$ cat src/rtl/mem_arb_pkg.sv
// Shared types and constants for the two-master RAM arbiter.
package mem_arb_pkg;

  typedef enum logic [1:0] {
    ST_IDLE   = 2'd0,
    ST_ACCESS = 2'd1,
    ST_DONE   = 2'd2
  } state_t;

  localparam logic MST_CPU  = 1'b0;
  localparam logic MST_LOAD = 1'b1;

  localparam int CNT_W = 4;

endpackage

$ cat src/rtl/mem_arbiter_pick.sv
// Combinational 2-way request selector: round-robin or fixed priority to master 0.
module arb_pick
  import mem_arb_pkg::*;
#(
  parameter int RR_EN = 1
) (
  input  logic [1:0] req,
  input  logic       last_grant,
  output logic       valid,
  output logic       winner
);

  always_comb begin
    valid  = |req;
    winner = MST_CPU;
    if (req == 2'b11) begin
      winner = (RR_EN != 0) ? ~last_grant : MST_CPU;
    end else if (req[1]) begin
      winner = MST_LOAD;
    end
  end

endmodule

$ cat src/rtl/mem_arbiter.sv
// Arbitrates two masters onto one RAM port, sequences the access over MEM_LAT
// cycles and returns read data with a one-cycle done pulse.
//
// state     | meaning
// ST_IDLE   | no owner; requests sampled here
// ST_ACCESS | strobes driven for MEM_LAT cycles, down-counter running
// ST_DONE   | owner's done pulse; strobes off, gnt still held
module mem_arbiter
  import mem_arb_pkg::*;
#(
  parameter int DATA_W  = 8,
  parameter int ADDR_W  = 8,
  parameter int MEM_LAT = 1,
  parameter int RR_EN   = 1
) (
  input  logic              clk,
  input  logic              reset,
  input  logic              m0_req,
  input  logic              m0_we,
  input  logic [ADDR_W-1:0] m0_addr,
  input  logic [DATA_W-1:0] m0_wdata,
  output logic              m0_gnt,
  output logic              m0_done,
  output logic [DATA_W-1:0] m0_rdata,
  input  logic              m1_req,
  input  logic              m1_we,
  input  logic [ADDR_W-1:0] m1_addr,
  input  logic [DATA_W-1:0] m1_wdata,
  output logic              m1_gnt,
  output logic              m1_done,
  output logic [DATA_W-1:0] m1_rdata,
  output logic [ADDR_W-1:0] mem_addr,
  output logic              mem_re,
  output logic              mem_we,
  output logic [DATA_W-1:0] mem_wdata,
  input  logic [DATA_W-1:0] mem_rdata
);

  localparam logic [CNT_W-1:0] LAT_M1 = CNT_W'(MEM_LAT - 1);

  state_t            state, state_nxt;
  logic [CNT_W-1:0]  cnt;
  logic              last_grant;
  logic              owner;
  logic              lat_we;
  logic [ADDR_W-1:0] lat_addr;
  logic [DATA_W-1:0] lat_wdata;
  logic [DATA_W-1:0] rdata0, rdata1;
  logic              pick_valid, pick_winner;

  arb_pick #(.RR_EN(RR_EN)) u_pick (
    .req        ({m1_req, m0_req}),
    .last_grant (last_grant),
    .valid      (pick_valid),
    .winner     (pick_winner)
  );

  always_ff @(posedge clk) begin
    if (!reset) state <= ST_IDLE;
    else        state <= state_nxt;
  end

  always_comb begin
    state_nxt = state;
    case (state)
      ST_IDLE:   if (pick_valid) state_nxt = ST_ACCESS;
      ST_ACCESS: if (cnt == '0) state_nxt = ST_DONE;
      ST_DONE:   state_nxt = ST_IDLE;
      default:   state_nxt = ST_IDLE;
    endcase
  end

  always_ff @(posedge clk) begin
    if (!reset) begin
      cnt        <= '0;
      last_grant <= MST_LOAD;
      owner      <= MST_CPU;
      lat_we     <= 1'b0;
      lat_addr   <= '0;
      lat_wdata  <= '0;
      rdata0     <= '0;
      rdata1     <= '0;
    end else begin
      case (state)
        ST_IDLE: begin
          if (pick_valid) begin
            owner      <= pick_winner;
            last_grant <= pick_winner;
            lat_we     <= pick_winner ? m1_we    : m0_we;
            lat_addr   <= pick_winner ? m1_addr  : m0_addr;
            lat_wdata  <= pick_winner ? m1_wdata : m0_wdata;
            cnt        <= LAT_M1;
          end
        end
        ST_ACCESS: begin
          if (cnt != '0) begin
            cnt <= cnt - 1'b1;
          end else if (!lat_we) begin
            // RAM data is valid on the last access cycle
            if (owner == MST_LOAD) rdata1 <= mem_rdata;
            else                   rdata0 <= mem_rdata;
          end
        end
        default: ;
      endcase
    end
  end

  assign m0_gnt    = (state != ST_IDLE) && (owner == MST_CPU);
  assign m1_gnt    = (state != ST_IDLE) && (owner == MST_LOAD);
  assign m0_done   = (state == ST_DONE) && (owner == MST_CPU);
  assign m1_done   = (state == ST_DONE) && (owner == MST_LOAD);
  assign m0_rdata  = rdata0;
  assign m1_rdata  = rdata1;
  assign mem_re    = (state == ST_ACCESS) && !lat_we;
  assign mem_we    = (state == ST_ACCESS) && lat_we;
  assign mem_addr  = (state == ST_ACCESS) ? lat_addr  : '0;
  assign mem_wdata = (state == ST_ACCESS) ? lat_wdata : '0;

endmodule
$ cat config.mk
export PLATFORM = sky130hd
export DESIGN_NAME = mem_arbiter
export DESIGN_NICKNAME = d
export VERILOG_FILES = /design/src/rtl/mem_arb_pkg.sv /design/src/rtl/mem_arbiter_pick.sv /design/src/rtl/mem_arbiter.sv
export SDC_FILE = /design/constraint.sdc
export NUM_CORES = 1
export LEC_CHECK = 0
export ABC_AREA = 1
export BUFFER_PORTS_ARGS = -buffer_cell sky130_fd_sc_hd__buf_2
export CAP_MARGIN = 10
export CELL_PAD_IN_SITES_DETAIL_PLACEMENT = 0
export CELL_PAD_IN_SITES_GLOBAL_PLACEMENT = 1
export CORE_UTILIZATION = 34
export CTS_CLUSTER_DIAMETER = 120
export DETAILED_ROUTE_END_ITERATION = 7
export PLACE_DENSITY_LB_ADDON = 0.1
export SETUP_SLACK_MARGIN = 0.1
export SLEW_MARGIN = 10
export SYNTH_ARGS = -nofsm -noshare
export SYNTH_HDL_FRONTEND = slang
export SYNTH_SLANG_ARGS = --single-unit
$ cat constraint.sdc
create_clock -name clk -period 3.05 [get_ports clk]
set_input_delay 0.4575 -clock clk [delete_from_list [all_inputs] [get_ports clk]]
set_output_delay 0.4575 -clock clk [all_outputs]
set_load 0.05 [all_outputs]
### After elaboration in Yosys (flattened, before gate mapping)

Cells that the tools add are included.

| word-level totals | value |
|---|---|
| register bits | 41 |
| input port bits | 46 |
| output and inout port bits | 38 |
| word-level logic and storage cells | 51 |

| operators by class | value |
|---|---|
| $add $sub $neg | 1 |
| equal/unequal tests | 6 |
| multiplexer cells | 13 |
| bitwise operators | 4 |
| reduce and logical (&&, ||, !) cells | 18 |

Operators by type and width:

| operator | number |
|---|---|
| $mux W8 | 4 |
| $mux W4 | 2 |
| $pmux W4 S2 | 1 |
| $reduce_and A4 Y1 | 2 |
| $logic_and A1 B1 Y1 | 6 |
| $ne A2 B2 Y1 const B | 3 |
| $eq A2 B2 Y1 const B | 2 |
| $logic_not A4 Y1 | 1 |
| $mux W2 | 2 |
| $not A1 Y1 | 4 |
| $pmux W2 S2 | 1 |
| $reduce_and A2 Y1 | 2 |
| $reduce_bool A2 Y1 | 2 |
| $reduce_bool A4 Y1 | 1 |
| $sub A4 B1 Y4 const B | 1 |
| $mux W1 | 3 |
| $reduce_and A3 Y1 | 1 |
| $eq A2 B1 Y1 const B | 1 |
| $logic_not A2 Y1 | 1 |
| $reduce_or A2 Y1 | 1 |
| $logic_not A1 Y1 | 1 |

### Depth between registers and ports, before layout

| depth | value |
|---|---|
| depth after elaboration | 3 |
| mapped depth | 8 |
| depth with buffers taken out | 8 |

### Hierarchy

A second synthesis with hierarchy kept.

| unflattened totals | value |
|---|---|
| cells, all modules | 274 |
| area total of the unflattened synthesis | 1966.9 um^2 |

Modules (own cells, without submodules):

| module | instances | cells an instance | area each (um^2) |
|---|---|---|---|
| mem_arbiter | 1 | 271 | 1951.9 |
| arb_pick | 1 | 3 | 15.0 |

### Worst setup path after synthesis

Ideal clock, no wire load.

| timing | value |
|---|---|
| path kind | register to output |
| start point | reg owner |
| end point | out m0_done |
| arrival | 1620 ps |
| data required time | 2592 ps |
| slack | 972 ps |
| stages on the path, launching flop included | 4 |
| buffers on the path | 2 |
| path through | dfxtp_1 buf_6 buf_6 nor3_1 |

| between the ends | value |
|---|---|
| longest elaborated chain between the ends | 2 |

RTL lines:

| what | line | source |
|---|---|---|
| start: declaration | mem_arbiter.sv:44 | `logic owner;` |
| start signal: assignment | mem_arbiter.sv:87 | `owner <= pick_winner;` |
| $not A1 Y1 (no line) | -- |  |
| $logic_and A1 B1 Y1 | mem_arbiter.sv:111 | `assign m0_done = (state == ST_DONE) && (owner == MST_CPU);` |
| end: declaration | mem_arbiter.sv:23 | `output logic m0_done,` |

Every way passes these cells.

### Final worst setup path

| timing | value |
|---|---|
| start point | reg state[0] |
| end point | out mem_wdata[4] |

| between the ends | value |
|---|---|
| longest elaborated chain between the ends | 2 |

RTL lines:

| what | line | source |
|---|---|---|
| start: declaration | mem_arbiter.sv:41 | `state_t state, state_nxt;` |
| start signal: assignment | mem_arbiter.sv:60 | `else state <= state_nxt;` |
| $eq A2 B1 Y1 | mem_arbiter.sv:118 | `assign mem_wdata = (state == ST_ACCESS) ? lat_wdata : '0;` |
| $mux W8 | mem_arbiter.sv:118 |  |
| end: declaration | mem_arbiter.sv:35 | `output logic [DATA_W-1:0] mem_wdata,` |

Every way passes these cells.

==> flow_summary.yaml <==
grt:
  grt_use_met2: 0.269
  use_met1: 0.223
  grt_pass1_wl_mm: 8.02
  met3_usage: 0.0424
  grt_pass1_vias: 1724
  grt_max_degree: 23
  gr-usage-all-layers: 0.169
  top_usage_layer: "met2"
  grt_overflow_total: 0
  antenna_found_initial: 0
synth:
  seq_area_frac_synth: 0.423
  yosysMostFrequentCell: "nor2_1"
  yosysUniqueCellTypes: 20
  synth_top_cell_by_area: "dfxtp_1"
  synth_top_area_frac: 0.423
  synth_edf_count: 0
  syn_avg_cell_area_um2: 7.16
  synth-main-ff-cell: "dfxtp_1"
  synthTopCellsByArea: "dfxtp_1, nor2_1, nand2_1"
  syn_area_um2: 1940
  postSynth.asyncResetShare: 0
  syn_nets: 319
  ys_top_cells_by_count: "nor2_1, dfxtp_1, nand2_1"
  yosysWarnings: 0
  ys_seq_elements: 41
  syn_inst: 271
placement:
  io_buffers: 83
  gp_congestion: 0.746
  hpwl_mm: 3.47
  dp_slack_ns: 1.12
  dpl_cell_area_um2: 2370
route:
  num_vias: 1887
  drt-initial-drc-count: 78
  ant_nets: 0
  routed_via_density: 4.47
  firstDrtPassIters: 4
  wl_per_cell_um: 11.6
  drc: 0
  finalWirelength_mm: 4.90
setup_path:
  crit_slowest_cell: "dfxtp_1"
  cp-start-kind: "flip-flop"
  critical_path_class: "reg -> out"
  crit_path_end: "mem_wdata[4]"
  reg2regPathDepth: 5
  cp_data_required_time_ns: 2.59
  critPathLaunch: "state[0]"
  crit_chain: "inv_2 > nor2_4 > inv_1 > nor2_1 > buf_2"
  max_stage_delay_ns: 0.43
  cp-end-kind: "output pin"
  arrival_ns: 1.75
  rrSetupSlack_ns: 1.39
  crit-reg2reg-launch: "last_grant"
  timing.rr.end: "lat_wdata[4]"
  cp_max_fo: 20
sta:
  hold_violations: 0
  relSlewSlack: 0.517
  fin_ws_ns: 0.838
  fmax_mhz: 452
  fin_skew_ns: 0.00523
  worstMarginPinSlew_ns: 0.723
  min_period_ns: 2.21
  slew_viol_final: 0
  rsz0062_at_grt: "false"
  fin_crit_sh: 0.725
  setup_viol: 0
  setup_tns_ns: 0
clocking:
  cts_buffer_depth: 2
  htree_levels: 2
  tritoncts: "yes"
  post_cts_buffers: 0
  numCtsBuffers: 5
  clkSinkCount: 41
  clk-insertion-delay-late_ns: 0.29
  clock_tree.root_cell: "clkbuf_8"
  clk_pin_slew_ns: 0.08
  holdBufCountCts: 0
  ctsResizeCount: 0
power_and_ir_drop:
  p_per_area_nw_per_um2: 715
  power_switching_mw: 0.731
  power_frac_seq: 0.374
  switching_share: 0.413
  clock_power_share: 0.237
  leakage_nw: 1.22
  power_frac_comb: 0.389
  ir_drop_mv: 0.295
  p_int_mw: 1.04
die:
  start_util: 0.352
  row_count: 27
  die-area_um2: 6010
  fp.dieW_um: 77.5
  fp.coreArea_um2: 5510
  floorplan.die.height_um: 77.5
  num_io_pins: 84
final_layout:
  num_antenna_cells: 0
  layout-drive-gt1-share: 0.326
  fillers: 593
  nNetsFinal: 398
  syn_to_final_growth_pct: 27.8
  finish.instance_area_um2: 2480
worst_hold_path:
  worstHoldPathType: "in -> reg"
outcome:
  status: "finished, final reports clean"
run:
  drv_cap: 0
[power by group through the flow]
stage	registers [mW]	clock network, mW	logic, mW
after floorplan	0.775	0	0.446
final	0.663	0.420	0.689
after detailed placement	0.676	0	0.693
after global placement	0.676	0	0.691
after CTS	0.663	0.441	0.696
after global routing	0.674	0.458	0.761
[state kept, by name, indices dropped and copies added (netlist names)]
register    count
lat_addr        8
lat_wdata       8
m0_rdata        8
m1_rdata        8
cnt             4
state           2
last_grant      1
lat_we          1
owner           1
[area by class of cell]
| type | count | area (um2) | share of cell area |
|---|---|---|---|
| clock buffer | 5 | 68.8 | 0.0278 |
| multi-input combinational | 185 | 917 | 0.370 |
| tap | 72 | 90.1 | 0.0363 |
| clock inverter | 2 | 35.0 | 0.0141 |
| sequential | 41 | 821 | 0.331 |
| inverter | 33 | 124 | 0.0500 |
| timing repair buffer | 84 | 423 | 0.171 |
[layout by cell type, fill, tap and decap left out]
cell       instances
nor3_1            13
nor2_4             5
nand2_1           39
ha_1               2
nand3b_1           8
bufinv_16          1
clkinv_2           1
or2_2             13
nand2_2            3
inv_2              1
clkbuf_8           5
nand3_1            5
dfxtp_1           41
o21ai_2            1
o22ai_1           18
o21ai_0           10
nor2_1            58
buf_2             83
inv_1             32
buf_4              1
a21oi_1           10
[worst max-delay path, delay by kind of cell, from the launching register on]
family | cells | cell delay [ns]
buf+inv | 3 | 0.68
flops | 1 | 0.43
simple gates | 2 | 0.35
[layer usage]
layer / up-vias / share of wire
met3: 7 / 0.053
met5: - / 0
met4: 0 / 0.012
met1: 825 / 0.49
li1: 1011 / -
met2: 44 / 0.45
[cells by family (layout without fill, tap and decap cells)]
logic type / after synthesis / after routing / synth area share
AO/OA/AOI/OAI: 39 / 39 / 0.114
AND/OR/NAND/NOR: 144 / 144 / 0.346
adder cells (fa/ha/maj): 2 / 2 / 0.0129
buffers and inverters: 45 / 124 / 0.104
flip-flops: 41 / 41 / 0.423
[through the flow]
stage | utilization | power (mW) | std cells | hold WS [ns]
global placement | 0.431 | 1.37 | 415 | 0.455
CTS | 0.450 | 1.80 | 422 | 0.413
detailed placement | 0.431 | 1.37 | 415 | 0.463
finish | 0.450 | 1.77 | 422 | 0.426
global route | 0.450 | 1.89 | 422 | 0.413
floorplan | - | 1.22 | 271 | 0.429
[worst min-delay path by stage]
stage	start	endpoint	slack, ns	cells past startpoint
finish	m0_wdata[5]	lat_wdata[5]	0.43	3
global route	m0_addr[3]	lat_addr[3]	0.41	3
CTS	m0_addr[6]	lat_addr[6]	0.41	3
detailed placement	m1_rdata[4]	m1_rdata[4]	0.46	2
global placement	m1_rdata[4]	m1_rdata[4]	0.46	2
floorplan	last_grant	last_grant	0.43	2
No activity file was read; power rests on OpenSTA's default activity.
